**config.mk**
```make
export PLATFORM = sky130hd
export DESIGN_NAME = pong_game_ctrl
export DESIGN_NICKNAME = d
export VERILOG_FILES = /design/src/rtl/pong_game_ctrl.sv
export SDC_FILE = /design/constraint.sdc
export NUM_CORES = 1
export LEC_CHECK = 0
export BUFFER_PORTS_ARGS = -buffer_cell sky130_fd_sc_hd__clkbuf_2
export CORE_AREA = 2 2 144 146
export CTS_CLUSTER_DIAMETER = 40
export CTS_CLUSTER_SIZE = 12
export DETAILED_ROUTE_END_ITERATION = 10
export DIE_AREA = 0 0 146 148
export PLACE_DENSITY = 0.62
export SYNTH_ARGS = -nofsm -noshare
export SYNTH_HDL_FRONTEND = slang
export SYNTH_SLANG_ARGS = --single-unit
```
**constraint.sdc**
```tcl
create_clock -name clk -period 4.8 [get_ports clk]
set_input_delay 0.96 -clock clk [delete_from_list [all_inputs] [get_ports clk]]
set_output_delay 0.96 -clock clk [all_outputs]
set_load 0.01 [all_outputs]
```
**src/rtl/pong_game_ctrl.sv**
```systemverilog
`default_nettype none
// ============================================================================
// Module   : pong_game_ctrl
// Purpose  : Per-frame Pong sequencer: paddles, ball, collisions, score, FSM.
// Revision : 1.0
// ============================================================================
module pong_game_ctrl #(
    parameter int SCREEN_WIDTH  = 640,
    parameter int SCREEN_HEIGHT = 480,
    parameter int PADDLE_SIZE   = 64,
    parameter int PADDLE_WIDTH  = 16,
    parameter int BALL_SIZE     = 8,
    parameter int BALL_SPEED    = 2,
    parameter int PADDLE_STEP   = 2,
    parameter int SERVE_FRAMES  = 60,
    parameter int WIN_SCORE     = 9
) (
    input  logic       clk,
    input  logic       reset,
    input  logic       frame_tick,
    input  logic       btn_up1,
    input  logic       btn_dn1,
    input  logic       btn_up2,
    input  logic       btn_dn2,
    input  logic       btn_start,
    output logic [9:0] paddle1_y,
    output logic [9:0] paddle2_y,
    output logic [9:0] ball_x,
    output logic [9:0] ball_y,
    output logic [3:0] score1,
    output logic [3:0] score2,
    output logic [2:0] state,
    output logic       game_over
);

    localparam logic [2:0] ST_IDLE  = 3'd0;
    localparam logic [2:0] ST_SERVE = 3'd1;
    localparam logic [2:0] ST_PLAY  = 3'd2;
    localparam logic [2:0] ST_POINT = 3'd3;
    localparam logic [2:0] ST_OVER  = 3'd4;

    localparam int         CNT_W       = $clog2(SERVE_FRAMES) + 1;
    localparam logic [CNT_W-1:0] CNT_LAST = CNT_W'(SERVE_FRAMES - 1);

    localparam logic [9:0] PADDLE_MAX  = 10'(SCREEN_HEIGHT - PADDLE_SIZE);
    localparam logic [9:0] PADDLE_INIT = 10'((SCREEN_HEIGHT - PADDLE_SIZE) / 2);
    localparam logic [9:0] STEP        = 10'(PADDLE_STEP);
    localparam logic [9:0] CENTRE_X    = 10'(SCREEN_WIDTH / 2);
    localparam logic [9:0] CENTRE_Y    = 10'(SCREEN_HEIGHT / 2);
    localparam logic [9:0] PARK_Y      = 10'(BALL_SIZE);
    localparam logic [9:0] TOP_Y       = 10'(BALL_SIZE);
    localparam logic [9:0] BOT_Y       = 10'(SCREEN_HEIGHT - BALL_SIZE);
    localparam logic [9:0] LHIT_X      = 10'(PADDLE_WIDTH + BALL_SIZE);
    localparam logic [9:0] LMISS_X     = 10'(BALL_SIZE);
    localparam logic [9:0] RHIT_X      = 10'(SCREEN_WIDTH - PADDLE_WIDTH - BALL_SIZE);
    localparam logic [9:0] RMISS_X     = 10'(SCREEN_WIDTH - BALL_SIZE);

    localparam logic signed [11:0] S_BS    = $signed(12'(BALL_SIZE));
    localparam logic signed [11:0] S_H     = $signed(12'(SCREEN_HEIGHT));
    localparam logic signed [11:0] S_PW    = $signed(12'(PADDLE_WIDTH));
    localparam logic signed [11:0] S_RPL   = $signed(12'(SCREEN_WIDTH - PADDLE_WIDTH));
    localparam logic signed [11:0] S_PS    = $signed(12'(PADDLE_SIZE));
    localparam logic signed [11:0] S_SPEED = $signed(12'(BALL_SPEED));
    localparam logic signed [11:0] S_ONE   = 12'sd1;

    logic [2:0]              next_state;
    logic signed [11:0]      vx, vy, nxt_vx, nxt_vy;
    logic                    serve_right, nxt_serve_right;
    logic [CNT_W-1:0]        serve_cnt, nxt_cnt;
    logic [9:0]              nxt_p1, nxt_p2, nxt_bx, nxt_by;
    logic [3:0]              nxt_s1, nxt_s2;

    logic signed [11:0]      bx_s, by_s, p1_s, p2_s, nx, ny;
    logic                    top_hit, bot_hit, left_cross, left_hit, right_cross, right_hit;
    logic                    game_won;

    function automatic logic [9:0] step_paddle(input logic [9:0] y, input logic up,
                                               input logic dn);
        logic [10:0] sum;
        sum = {1'b0, y};
        if (up && !dn) begin
            sum = (y < STEP) ? 11'd0 : sum - {1'b0, STEP};
        end else if (dn && !up) begin
            sum = sum + {1'b0, STEP};
            if (sum > {1'b0, PADDLE_MAX}) sum = {1'b0, PADDLE_MAX};
        end
        return sum[9:0];
    endfunction

    // Collision terms use the pre-tick ball and paddle positions.
    assign bx_s = $signed({2'b00, ball_x});
    assign by_s = $signed({2'b00, ball_y});
    assign p1_s = $signed({2'b00, paddle1_y});
    assign p2_s = $signed({2'b00, paddle2_y});
    assign nx   = bx_s + vx;
    assign ny   = by_s + vy;

    assign top_hit     = (ny - S_BS) <= 12'sd0;
    assign bot_hit     = (ny + S_BS) >= S_H;
    assign left_cross  = vx[11] && ((nx - S_BS) <= S_PW);
    assign left_hit    = ((by_s + S_BS) > p1_s) && ((by_s - S_BS) < (p1_s + S_PS));
    assign right_cross = (vx > 12'sd0) && ((nx + S_BS) >= S_RPL);
    assign right_hit   = ((by_s + S_BS) > p2_s) && ((by_s - S_BS) < (p2_s + S_PS));
    assign game_won    = (score1 == 4'(WIN_SCORE)) || (score2 == 4'(WIN_SCORE));

    always_ff @(posedge clk or posedge reset) begin
        if (reset) state <= ST_IDLE;
        else       state <= next_state;
    end

    always_comb begin
        next_state = state;
        if (frame_tick) begin
            case (state)
                ST_IDLE:  if (btn_start) next_state = ST_SERVE;
                ST_SERVE: if (serve_cnt == CNT_LAST) next_state = ST_PLAY;
                ST_PLAY:  if ((left_cross && !left_hit) || (right_cross && !right_hit))
                              next_state = ST_POINT;
                ST_POINT: next_state = game_won ? ST_OVER : ST_SERVE;
                ST_OVER:  if (btn_start) next_state = ST_SERVE;
                default:  next_state = ST_IDLE;
            endcase
        end
    end

    always_comb begin
        game_over = (state == ST_OVER);
    end

    always_comb begin
        nxt_p1 = paddle1_y;  nxt_p2 = paddle2_y;
        nxt_bx = ball_x;     nxt_by = ball_y;
        nxt_vx = vx;         nxt_vy = vy;
        nxt_s1 = score1;     nxt_s2 = score2;
        nxt_serve_right = serve_right;
        nxt_cnt = serve_cnt;
        if (frame_tick) begin
            nxt_p1 = step_paddle(paddle1_y, btn_up1, btn_dn1);
            nxt_p2 = step_paddle(paddle2_y, btn_up2, btn_dn2);
            case (state)
                ST_IDLE: begin
                    nxt_bx = CENTRE_X; nxt_by = CENTRE_Y;
                    nxt_vx = '0;       nxt_vy = '0;
                    if (btn_start) begin
                        nxt_s1 = '0; nxt_s2 = '0; nxt_cnt = '0;
                    end
                end
                ST_SERVE: begin
                    nxt_bx = CENTRE_X; nxt_by = CENTRE_Y;
                    nxt_vx = '0;       nxt_vy = '0;
                    if (serve_cnt == CNT_LAST) begin
                        nxt_vx = serve_right ? S_SPEED : -S_SPEED;
                        nxt_vy = serve_right ? S_ONE : -S_ONE;
                    end else begin
                        nxt_cnt = serve_cnt + 1'b1;
                    end
                end
                ST_PLAY: begin
                    // Wall and paddle corrections are independent; both may apply.
                    if (top_hit) begin
                        nxt_by = TOP_Y; nxt_vy = S_ONE;
                    end else if (bot_hit) begin
                        nxt_by = BOT_Y; nxt_vy = -S_ONE;
                    end else begin
                        nxt_by = ny[9:0];
                    end
                    if (left_cross) begin
                        if (left_hit) begin
                            nxt_bx = LHIT_X; nxt_vx = S_SPEED;
                        end else begin
                            nxt_bx = LMISS_X; nxt_vx = '0; nxt_vy = '0;
                            nxt_s2 = score2 + 4'd1; nxt_serve_right = 1'b0;
                        end
                    end else if (right_cross) begin
                        if (right_hit) begin
                            nxt_bx = RHIT_X; nxt_vx = -S_SPEED;
                        end else begin
                            nxt_bx = RMISS_X; nxt_vx = '0; nxt_vy = '0;
                            nxt_s1 = score1 + 4'd1; nxt_serve_right = 1'b1;
                        end
                    end else begin
                        nxt_bx = nx[9:0];
                    end
                end
                ST_POINT: begin
                    nxt_vx = '0; nxt_vy = '0; nxt_cnt = '0;
                    nxt_bx = CENTRE_X;
                    nxt_by = game_won ? PARK_Y : CENTRE_Y;
                end
                ST_OVER: begin
                    nxt_bx = CENTRE_X; nxt_by = PARK_Y;
                    nxt_vx = '0;       nxt_vy = '0;
                    if (btn_start) begin
                        nxt_s1 = '0; nxt_s2 = '0; nxt_cnt = '0;
                        nxt_serve_right = 1'b1;
                        nxt_by = CENTRE_Y;
                    end
                end
                default: ;
            endcase
        end
    end

    always_ff @(posedge clk or posedge reset) begin
        if (reset) begin
            paddle1_y   <= PADDLE_INIT;
            paddle2_y   <= PADDLE_INIT;
            ball_x      <= CENTRE_X;
            ball_y      <= CENTRE_Y;
            vx          <= '0;
            vy          <= '0;
            score1      <= '0;
            score2      <= '0;
            serve_right <= 1'b1;
            serve_cnt   <= '0;
        end else begin
            paddle1_y   <= nxt_p1;
            paddle2_y   <= nxt_p2;
            ball_x      <= nxt_bx;
            ball_y      <= nxt_by;
            vx          <= nxt_vx;
            vy          <= nxt_vy;
            score1      <= nxt_s1;
            score2      <= nxt_s2;
            serve_right <= nxt_serve_right;
            serve_cnt   <= nxt_cnt;
        end
    end

endmodule
`default_nettype wire

```
==> impl_metrics.toml, run 1 <==
[outcome]
status = "completed"

[logic_synthesis]
synth_area_um2 = 6900
syn_area_per_cell_um2 = 8.21
synth-edff-count = 0
yosysTopAreaCellShare_pct = 20.7
syn-instance-count = 840
yosysTopAreaCell = "dfrtp_1"
async_flop_share_pct = 100
ys_seq_area_share_pct = 25.6
ys.flop_type = "dfrtp_1"
synth_cell_types = 88
ys_seq_elements = 70
ys.warnings.count = 0
synth_area_leaders = "dfrtp_1 (21%), ha_1 (13%), dfstp_2 (5.0%), o21ai_0 (4.2%), nor2_1 (3.8%)"

[cells_and_area]
regArea_um2 = 1770
n_antenna_cell = 0
num-nets-final = 949
multi_input_area_um2 = 4720
drive_gt1_share_pct = 12.8
design_area_um2 = 7670
area_growth_pct = 11.2
fillCellCount = 2088
postLayoutCoreUtil_pct = 38.3
fin_cells = 1142

[clocking]
clk_path_buf_depth = 2
htree_num_levels = 3
cts_tree = "done"
post_cts_buffers = 0
path_clk_slew_ns = 0.06
clk_root_buffer_cell = "clkbuf_16"
ctsHoldBuffers = 0
cts_resized = 0
cts_sinks = 70
insertion_delay_ns = 0.35
cts_made_buffers = 9

[sta]
hold_violations = 0
rsz0062_at_grt = "false"
fmax_ghz = 0.224
tns_ns = 0
tightest_slew_ns = 1.01
fin_skew_ns = 0.00718
post-route-period-util_pct = 93.1
drv_slew = 0
setup_viol = 0
post-route-min-period_ns = 4.47
slew_headroom_pct = 32.7

[placement]
placed_area_um2 = 7350
place_hpwl_um = 13800
portBuffers = 56
dpl.cell_count = 1126
place.gp.congestion = 0.887

[die]
ios = 60
die_x_um = 146
die_y_um = 148
die_area_um2 = 21600
placementRows = 52
fp.coreArea_um2 = 20000
initial_utilization_pct = 34.4

[detailed_routing]
via_count = 6416
firstDrtPassIters = 6
totalWireLength_um = 18000
drtIter0Drc = 427
postRouteAntennaNets = 0
wire_per_inst_um = 15.8
drc = 0
avgViaCountPerCell = 5.62

[power]
clkPwrFrac_pct = 12.8
p_sw_share_pct = 50.6
p_per_area_nw_per_um2 = 742
pwr-share-seq_pct = 21.3
power.switching_mw = 2.88
power_mw = 5.69
power.leakage_nw = 3.38
p_int_mw = 2.81
worst_ir_drop_vdd_mv = 0.243
pwr-share-comb_pct = 65.9

[job]
cap_violations = 0

[setup_path]
critPathRequiredTime_ns = 5.04
critPathLaunchType = "flop"
worstPathArrival_ns = 4.70
crit_type = "reg -> reg"
critPathMaxFanout = 11
crit_path_end_kind = "flop"

[global_routing]
antenna_found_initial = 0
grt_max_degree = 49
grt_pass1_vias = 5988
grt_overflow = 0
grt_usage_pct = 17.0
grt_pass1_wl_um = 30200

[min_path]
hp-class = "reg -> reg"
-- per-stage QoR --
step,hold WS [ns],worst slack [ns]
2_1_floorplan,0.468,0.830
3_3_place_gp,0.481,0.513
3_5_place_dp,0.489,0.407
4_1_cts,0.503,0.390
5_1_grt,0.525,0.0172
6_report,0.497,0.330
-- sequential cells by signal, indices dropped and copies added, names as in the netlist --
signal,count
ball_x,9
ball_y,10
paddle1_y,9
paddle2_y,9
score1,4
score2,4
serve_cnt,7
serve_right,1
state,3
vx,2
vy,12
-- synth_stat cells (5+ instances only) --
cell type / n
ha_1: 72
nor2_1: 70
inv_1: 58
o21ai_0: 58
dfrtp_1: 57
nand2_1: 49
a21oi_1: 45
nand3_1: 37
clkbuf_1: 36
xnor2_1: 27
o21a_1: 19
nor2b_1: 18
a31oi_1: 17
a21o_1: 14
nor3_1: 14
dfstp_2: 13
nand2b_1: 13
a211oi_1: 12
o211ai_1: 12
xor2_1: 12
and2_1: 11
nand4_1: 11
a22o_1: 10
o31ai_1: 10
and3_1: 7
nor4_1: 6
a221oi_1: 5
a41oi_1: 5
o2111ai_1: 5
or2_2: 5
or3_1: 5
-- worst paths after layout --
path                        start            to  slack [ns]  depth (start not counted)
max in group asynchronous   reset  paddle2_y[7]        3.01                          3
setup reg to reg           vx[10]         vy[9]        0.33                         12
hold / removal              vy[8]         vy[8]        0.50                          1
hold reg to reg             vy[8]         vy[8]        0.50                          1
min in group asynchronous   reset     ball_x[7]        0.84                          2
setup / recovery           vx[10]         vy[9]        0.33                         12
-- cells by family (layout without fill, tap and decap cells) --
group | Yosys count | count (layout) | synth area share [%]
xor+xnor | 40 | 40 | 5.28
mux | 7 | 7 | 1.07
other cells | 1 | 3 | 0.0544
compound gates | 269 | 269 | 27.3
buf+inv | 103 | 133 | 6.02
flops | 70 | 70 | 25.6
fa+ha+maj | 75 | 75 | 13.8
simple gates | 275 | 275 | 20.9
-- critical path: stages (launching register included) --
cell and delay [ns]:
dfrtp_1 0.57, inv_1 0.19, fa_1 0.49, nand2b_1 0.22, a21o_1 0.23, xnor2_1 0.51, o211ai_1 0.30, nor4_1 0.34
nor3b_1 0.10, nor4_2 0.55, o21ai_4 0.19, a311o_1 0.50, o21a_1 0.17
-- power groups by stage --
stage	sequential, mW	clock (mW)	combinational, mW
floorplan	1.08	0	2.90
global placement	1.22	0	3.67
detailed placement	1.22	0	3.71
CTS	1.21	0.753	3.73
global route	1.26	0.775	4.24
finish	1.21	0.730	3.75
-- layer usage --
layer	part of all wire, %	GRT usage (%)
met5	0	0
met4	1.7	5.00
met3	4.7	3.36
met2	47	28.3
met1	47	22.4
-- final cells by class --
cell class                 instances  area share [%]
multi-input combinational        669            61.6
sequential                        70            23.0
clock inverter                     6            1.22
inverter                          58            2.84
clock buffer                      10            2.98
timing repair buffer              59            3.95
tap                              270            4.40
-- placed cells by master (no fill, tap or decap), types with 9 or more instances in the layout --
cell	n
nand4_1	11
a31oi_1	17
xor2_1	12
xnor2_1	27
nor3_1	14
a21oi_1	45
inv_1	57
o21a_1	19
and2_1	11
nand2_1	49
clkbuf_16	9
nand3_1	37
a21o_1	14
dfstp_2	13
ha_1	72
nor2b_1	18
clkbuf_2	56
a211oi_1	12
dfrtp_1	57
o31ai_1	10
a22o_1	10
nand2b_1	13
nor2_1	70
o21ai_0	58
o211ai_1	12
No activity file was read; power rests on OpenSTA's default activity.
==> run 2: changes to the inputs <==
==> config.mk (replaced) <==
export PLATFORM = sky130hd
export DESIGN_NAME = pong_game_ctrl
export DESIGN_NICKNAME = d
export VERILOG_FILES = /design/src/rtl/pong_game_ctrl.sv
export SDC_FILE = /design/constraint.sdc
export NUM_CORES = 1
export LEC_CHECK = 0
export CORE_AREA = 2 2 144 146
export CTS_CLUSTER_DIAMETER = 40
export CTS_CLUSTER_SIZE = 12
export DETAILED_ROUTE_END_ITERATION = 10
export DIE_AREA = 0 0 146 148
export DONT_BUFFER_PORTS = 1
export PLACE_DENSITY = 0.59
export SYNTH_ARGS = -nofsm -noshare
export SYNTH_HDL_FRONTEND = slang
export SYNTH_SLANG_ARGS = --single-unit
==> impl_metrics.toml, run 2 (same netlist as run 1, synthesis figures left out) <==
[die]
fp.coreArea_um2 = 20000
die_area_um2 = 21600
placementRows = 52
ios = 60
die_x_um = 146
initial_utilization_pct = 34.4
die_y_um = 148

[cells_and_area]
top_regs = "vy x12, ball_y x10"
fillCellCount = 2128
num-nets-final = 895
postLayoutCoreUtil_pct = 36.8
layout_common_cells = "ha_1 (72), nor2_1 (70), o21ai_0 (58), inv_1 (57), dfrtp_1 (57)"
area_growth_pct = 6.80
layout_commonest_cell = "ha_1"
regMostFlops = "vy"
n_antenna_cell = 0
drive_gt1_share_pct = 6.85
fin_cells = 1088
largest_reg_flops = 12

[detailed_routing]
firstDrtPassIters = 5
wire_per_inst_um = 16.6
drc = 0
drtIter0Drc = 382
avgViaCountPerCell = 5.64
postRouteAntennaNets = 0
totalWireLength_um = 18100
via_count = 6135

[clocking]
cts_sinks = 70
htree_num_levels = 3
path_clk_slew_ns = 0.06
clk_root_buffer_cell = "clkbuf_16"
post_cts_buffers = 0
cts_resized = 0
cts_tree = "done"
cts_made_buffers = 9
clk_path_buf_depth = 2
ctsHoldBuffers = 0
insertion_delay_ns = 0.33

[setup_path]
ff2ff_path_depth = 15
crit_start = "ball_x[1]"
reg2reg_from = "ball_x[1]"
cp-endpoint = "score2[3]"
reg2reg_slack_ns = 0.52
critPathRequiredTime_ns = 5.07
critPathLaunchType = "flop"
critPathMaxFanout = 9
worstPathArrival_ns = 4.55
crit_type = "reg -> reg"
worst_r2r_endpoint = "score2[3]"
crit_path_end_kind = "flop"

[power]
p_per_area_nw_per_um2 = 749
power.leakage_nw = 3.13
worst_ir_drop_vdd_mv = 0.290

[sta]
slew_headroom_pct = 40.4
tns_ns = 0
post-route-period-util_pct = 89.2
drv_slew = 0
fmax_ghz = 0.234
post-route-min-period_ns = 4.28
tightest_slew_ns = 0.886
fin_skew_ns = 0.0156
rsz0062_at_grt = "false"
hold_violations = 0
setup_viol = 0

[global_routing]
antenna_found_initial = 0
grt_pass1_vias = 5835
top_usage_layer = "met2"
use_met3_pct = 3.70
use_met1_pct = 23.2
grt_overflow = 0
grt_use_met2_pct = 27.6
grt_max_degree = 37
grt_usage_pct = 17.1
grt_pass1_wl_um = 30500

[placement]
portBuffers = 0
place.gp.congestion = 0.889
dpl.cell_count = 1072
place_hpwl_um = 13900

[outcome]
status = "completed"

[job]
cap_violations = 0

[min_path]
hp-class = "reg -> reg"
==> run 2: changes by cell type in the layout (fill, tap and decap cells not counted), sizes merged <==
cell,before,now
buf,3,5
inv,60,57
bufinv,2,0
clkinvlp,1,0
clkinv,1,2
clkbuf,66,15
==> run 2: how the worst min path moves through the flow <==
stage               endpoint  cells after the start   from
CTS                    vy[7]                      1  vy[7]
finish                 vy[7]                      1  vy[7]
floorplan              vy[9]                      1  vy[9]
global route           vy[5]                      1  vy[5]
global placement       vy[8]                      1  vy[8]
detailed placement     vy[7]                      1  vy[7]
==> run 2: stage by stage <==
stage	hold WS, ns	setup WS (ns)	total power, mW	area [um^2]
6_report	0.491	0.518	5.51	7370
5_1_grt	0.519	0.0768	6.12	7370
4_1_cts	0.500	0.522	5.52	7370
3_5_place_dp	0.488	0.542	4.85	7080
3_3_place_gp	0.479	0.633	4.84	7080
2_1_floorplan	0.468	0.830	3.99	6910
==> run 2: cell type report <==
type | instances | area [um^2] | share of cell area [%]
Timing Repair Buffer | 5 | 37.5 | 0.510
Clock inverter | 1 | 5.00 | 0.0679
Inverter | 58 | 219 | 2.97
Clock buffer | 15 | 278 | 3.77
Multi-Input combinational cell | 669 | 4720 | 64.1
Tap cell | 270 | 338 | 4.59
Sequential cell | 70 | 1770 | 24.0
==> run 2: critical path, stage by stage (launching register included) <==
cell       delay (ns)
dfrtp_1          0.43
ha_1             0.22
inv_1            0.06
fa_1             0.45
xnor2_1          0.49
inv_1            0.10
ha_1             0.38
a2111oi_0        0.09
a211oi_1         0.23
a31oi_1          0.08
a221oi_2         0.29
a21oi_2          0.16
o31a_1           0.25
or3_1            0.43
or4_1            0.49
nand2_1          0.08
==> run 2: routing by layer <==
metal | vias up | share of wire (%)
met2 | 136 | 47
met3 | 15 | 5.5
met4 | 0 | 1.2
li1 | 3072 | -
met5 | - | 0
met1 | 2912 | 47
==> run 2: where the power goes <==
group | internal [mW] | total (mW) | switching, mW
Sequential | 0.833 | 1.29 | 0.456
Combinational | 1.46 | 3.59 | 2.13
Clock | 0.392 | 0.637 | 0.245
